**config.mk**
```make
export PLATFORM = sky130hd
export DESIGN_NAME = frame_buffer_ctrl
export DESIGN_NICKNAME = d
export VERILOG_FILES = /design/src/rtl/frame_buffer_ctrl.sv
export SDC_FILE = /design/constraint.sdc
export NUM_CORES = 1
export LEC_CHECK = 0
export ABC_AREA = 1
export CAP_MARGIN = 30
export CORE_UTILIZATION = 56
export CTS_CLUSTER_SIZE = 25
export DETAILED_ROUTE_END_ITERATION = 8
export GPL_TIMING_DRIVEN = 1
export PLACE_DENSITY = 0.95
export SYNTH_ARGS = -nofsm -noshare
export SYNTH_HDL_FRONTEND = slang
export SYNTH_SLANG_ARGS = --single-unit
```
**constraint.sdc**
```tcl
create_clock -name clk -period 1.9 [get_ports clk]
set_input_delay 0.285 -clock clk [delete_from_list [all_inputs] [get_ports clk]]
set_output_delay 0.285 -clock clk [all_outputs]
set_load 0.01 [all_outputs]
```
**src/rtl/frame_buffer_ctrl.sv**
```systemverilog
// Double-buffered 8x8 LED frame store: rows are written into a hidden back bank,
// and the bank is copied to the displayed front bank only at the scanner's frame end.
module frame_buffer_ctrl #(
   parameter logic [5:0]  SWAP_INDEX   = 6'd63,
   parameter logic [63:0] INIT_PATTERN = 64'h0
) (
   input  logic        clk,
   input  logic        rst,
   input  logic        wr_valid,
   output logic        wr_ready,
   input  logic [2:0]  wr_row,
   input  logic [7:0]  wr_data,
   input  logic        wr_clear,
   input  logic        wr_commit,
   output logic        commit_pending,
   input  logic        is_frame_done,
   output logic [5:0]  frame_done_index,
   output logic [63:0] memory_frame_buffer,
   output logic [7:0]  frame_count
);

   logic [63:0] r_front;
   logic [63:0] r_back;
   logic        r_pending;
   logic [7:0]  r_frame_count;

   logic        w_accept;
   logic        w_clear;
   logic        w_swap;
   logic [63:0] w_back_next;

   // The back bank is frozen for the whole time a commit waits for the frame end.
   assign w_accept = !r_pending && !rst;
   assign w_clear  = wr_clear && w_accept;
   assign w_swap   = is_frame_done && r_pending;

   // A row accepted in the same cycle as a clear keeps its new data.
   generate
      for (genvar gi = 0; gi < 8; gi++) begin : g_row
         logic w_row_we;
         assign w_row_we = w_accept && wr_valid && (wr_row == 3'(gi));
         assign w_back_next[8*gi +: 8] = w_row_we ? wr_data :
                                         (w_clear ? 8'h00 : r_back[8*gi +: 8]);
      end
   endgenerate

   always_ff @(posedge clk) begin
      if (rst) begin
         r_front       <= INIT_PATTERN;
         r_back        <= INIT_PATTERN;
         r_pending     <= 1'b0;
         r_frame_count <= 8'd0;
      end else begin
         r_back <= w_back_next;
         if (w_swap) begin
            r_front       <= r_back;
            r_pending     <= 1'b0;
            r_frame_count <= r_frame_count + 8'd1;
         end else if (wr_commit && !r_pending) begin
            r_pending <= 1'b1;
         end
      end
   end

   assign wr_ready            = w_accept;
   assign commit_pending      = r_pending;
   assign frame_done_index    = SWAP_INDEX;
   assign memory_frame_buffer = r_front;
   assign frame_count         = r_frame_count;

endmodule

```
After elaboration in Yosys (flattened, before gate mapping)
Index checks and enable logic that the tools add are counted.

Reduce and logical (&&, ||, !) cells: 25. Equality and inequality tests: 7. Mux-type cells: 9. Add/sub/neg operators: 1.

Operators with widths (number): $mux W8 (9); $reduce_bool A2 Y1 (8); $logic_and A1 B1 Y1 (13); $eq A3 B3 Y1 const B (4); $add A8 B1 Y8 const B (1); $eq A3 B2 Y1 const B (2); $eq A3 B1 Y1 const B (1); $logic_not A3 Y1 (1); $logic_not A1 Y1 (2); $reduce_or A2 Y1 (1).

Bits in registers: 137. Input bits: 17. Word-level logic and storage cells: 53.

Longest topological paths before layout
Depth in word-level cells: 5. Mapped depth: 7. Depth with buffers taken out: 7.

Least setup slack after synthesis
OpenSTA, ideal clock, no wires.

Path kind: reg-to-reg. Start point: register r_pending, in the netlist commit_pending. End point: register r_back[7]. Period minus slack after synthesis: 1167 ps. Arrival time: 1035 ps. Path slack: 733 ps. Setup time: 132 ps. Stages on the path, launching flop included: 8. Path through: dfxtp_1 > inv_2 > nand2_2 > nor2_2 > buf_2 > nand2_1 > nand3_1 > a21oi_1.

Word-level cells in the longest chain between the ends: 5.

RTL lines: start, declared (line 24) `logic r_pending;`; start signal, assigned (line 51) `r_pending <= 1'b0;`; start signal, assigned (line 57) `r_pending <= 1'b0;`; start signal, assigned (line 60) `r_pending <= 1'b1;`; $logic_not A1 Y1 * (line 33) `assign w_accept = !r_pending && !rst;`; $logic_and A1 B1 Y1 * (line 33); $logic_and A1 B1 Y1 (2 in series) (line 41) `assign w_row_we = w_accept && wr_valid && (wr_row == 3'(gi));`; $mux W8 or $reduce_bool A2 Y1 (tied branches); end signal, assigned (line 54) `r_back <= w_back_next;`; end, declared (line 23) `logic [63:0] r_back;`.

Mark *: on every way between the ends. The rest lies on a longest branch, timed or not. A chain may end at the register's enable or synchronous reset.

Final worst setup path
Start point: register r_pending, in the netlist commit_pending. End point: output commit_pending.

RTL lines: end, declared (line 15) `output logic commit_pending,`.

No word-level cell between the ends.

==> flow_summary.toml <==
[yosys]
synth_ff_type = "dfxtp_1"
synth-edff-count = 0
synth_cell_types = 20
synth_top_cell_by_area = "dfxtp_1"
synth_common_cells = "nor2_1, dfxtp_1, nand3_1"
synth_cells = 663
synth_area_leaders = "dfxtp_1, nand3_1, nor2_1"
syn_area_per_cell_um2 = 7.83
synth_area_um2 = 5190
yosysWarnings = 0
synthArstFlopShare_pct = 0
ys_seq_area_share_pct = 52.8
synthMostInstantiatedCell = "nor2_1"
synth_top_cell_area_share_pct = 52.8
ys_seq_elements = 137

[global_routing]
grt.overflow.total = 0
antenna_found_initial = 0
grt_pass1_wl_um = 23100
grtUsageTotal_pct = 30.2
grt_pass1_vias = 4824
grt_max_degree = 66

[cts]
cts_htree_levels = 4
cts_root_buf = "clkbuf_8"
cts_buffers = 17
cts_tree = "done"
insertion_delay_ns = 0.52
clock_path_buffers = 2
path_clk_slew_ns = 0.06
holdBufCountCts = 0
cts_sinks = 137

[sta]
hold_viol_final = 0
slew_viol_final = 0
maxSlewHeadroom_pct = 54.7
finClkSkew_ns = 0.00680
finalSetupTns_ns = 0
rsz0062_at_grt = "no"
tightestPinTransition_ns = 0.679
setup_viol = 0
fmax_mhz = 566
min_period_over_period_pct = 92.9
finalCriticalPeriod_ns = 1.77
fin_ws_ns = 0.135

[setup_path]
path_cells = "clkdlybuf4s50_1"
cpPeakStageDelay_ns = 0.56
reg2reg_from = "commit_pending$_SDFFE_PP0P_"
crit_slowest_cell = "clkdlybuf4s50_1"
cp-end-kind = "primary output"
path_max_fanout = 4
cp.arrival_ns = 1.48
worst_ep_required_time_ns = 1.62
critPathBufInv = 1
path_delay_family = "buffers and inverters"
path_class = "reg -> out"
start_kind = "flop"
r2r_slack_ns = 0.15
startpoint = "commit_pending$_SDFFE_PP0P_"

[layout]
fin_cells = 852
fin_util_pct = 75.4
nets = 749
area.growth.synth_to_final_pct = 28.5
diodes = 0
layout-drive-gt1-share_pct = 8.74

[floorplanning]
fp-row-count = 34
coreArea_um2 = 8850
initial_core_util_pct = 58.7
dieArea_um2 = 9660
fp.dieW_um = 98.3
ios = 97
fp.dieH_um = 98.3

[min_path]
hold_start = "rst"
hp-class = "in -> reg"

[placement]
dp_cells = 820
gp_congestion = 0.835
hpwl_um = 8320
io_buffer_count = 90
dpl_worst_slack_ns = 0.0713

[drt]
wl_per_cell_um = 16.3
drt_iter0_drc = 605
wl_um = 13900
drc_errors = 9
first_pass_iters = 8
final_antenna_net_count = 0
via_count = 5063
via_per_inst = 5.94

[power]
p_leak_nw = 2.38
peakVddDrop_mv = 0.556
p_total_w = 0.00701
powerDensity_nw_per_um2 = 1050

[run_status]
violations = "DRC"
outcome = "complete, but fails checks"

[run]
drv_cap = 0
[routing by layer]
layer | part of all wire (%) | up-vias | GRT usage (%)
li1 | - | 2337 | -
met5 | 0 | - | 0
met1 | 40 | 2328 | 35.9
met2 | 48 | 331 | 51.2
met3 | 8.3 | 67 | 7.16
met4 | 4.0 | 0 | 15.5
[flip-flops by register name, summed over array words and instances (netlist names)]
register / cells
commit_pending: 1
frame_count: 8
memory_frame_buffer: 64
r_back: 64
[area by class of cell]
| class | count | area [um^2] |
|---|---|---|
| Timing Repair Buffer | 100 | 995 |
| Sequential cell | 137 | 2740 |
| Tap cell | 108 | 135 |
| Fill cell | 583 | 2180 |
| Inverter | 21 | 78.8 |
| Clock inverter | 13 | 169 |
| Multi-Input combinational cell | 454 | 2120 |
| Clock buffer | 19 | 432 |
[tightest hold or removal path, cell delays in order]
cell and delay, ns:
buf_2 0.10, inv_2 0.06, buf_4 0.22, nand2_1 0.10, nor2_1 0.03
[cell usage in the layout (no fill, tap or decap)]
master and instances:
clkbuf_16 16, o21ai_1 19, ha_1 1, clkdlybuf4s50_1 88, buf_4 8, nand2_2 6
nor3_1 2, inv_1 14, clkinv_2 1, inv_2 7, bufinv_16 3, o21bai_1 1
conb_1 6, clkinv_4 3, a21oi_1 68, nor2_1 138, nor2_4 7, buf_2 1
clkinvlp_4 4, dlygate4sd2_1 1, clkbuf_1 1, buf_12 2, nand3_1 117, inv_6 2
clkbuf_8 2, dfxtp_1 137, nor2_2 2, o21ai_0 51, nand3_2 1, nand2_1 35
[path summary, 6_finish.rpt]
check / to / cells after the start
setup reg to reg: r_back[20]$_SDFFE_PP0P_ / 7
hold reg to reg: r_back[48]$_SDFFE_PP0P_ / 2
hold / removal: frame_count[7]$_SDFFE_PP0P_ / 5
setup / recovery: commit_pending / 1
[metrics by stage]
stage / area [um^2] / hold slack (ns)
after global placement: 6070 / 0.465
after detailed placement: 6070 / 0.469
after floorplan: 5210 / 0.437
after CTS: 6670 / 0.310
final: 6670 / 0.329
after global routing: 6670 / 0.337
[power breakdown]
part | switching [W] | internal, W | total, W
clock network | 0.00127 | 0.00204 | 0.00332
registers | 0.0000588 | 0.00297 | 0.00303
logic | 0.000388 | 0.000277 | 0.000665
[cells by family (layout without fill, tap and decap cells)]
kind of cell / after synthesis / after routing / share of synthesized area [%]
buffers and inverters: 77 / 153 / 6.87
AND/OR/NAND/NOR: 308 / 308 / 26.5
adder cells (fa/ha/maj): 1 / 1 / 0.241
flip-flops: 137 / 137 / 52.8
other: 1 / 6 / 0.0723
AO/OA/AOI/OAI: 139 / 139 / 13.5
[repair_timing]
item,4_1_cts,5_1_grt
setup buffers,0,0
endpoints found under the setup margin,1,0
resized for setup,1,0
Power figures use the tool's default switching activity.
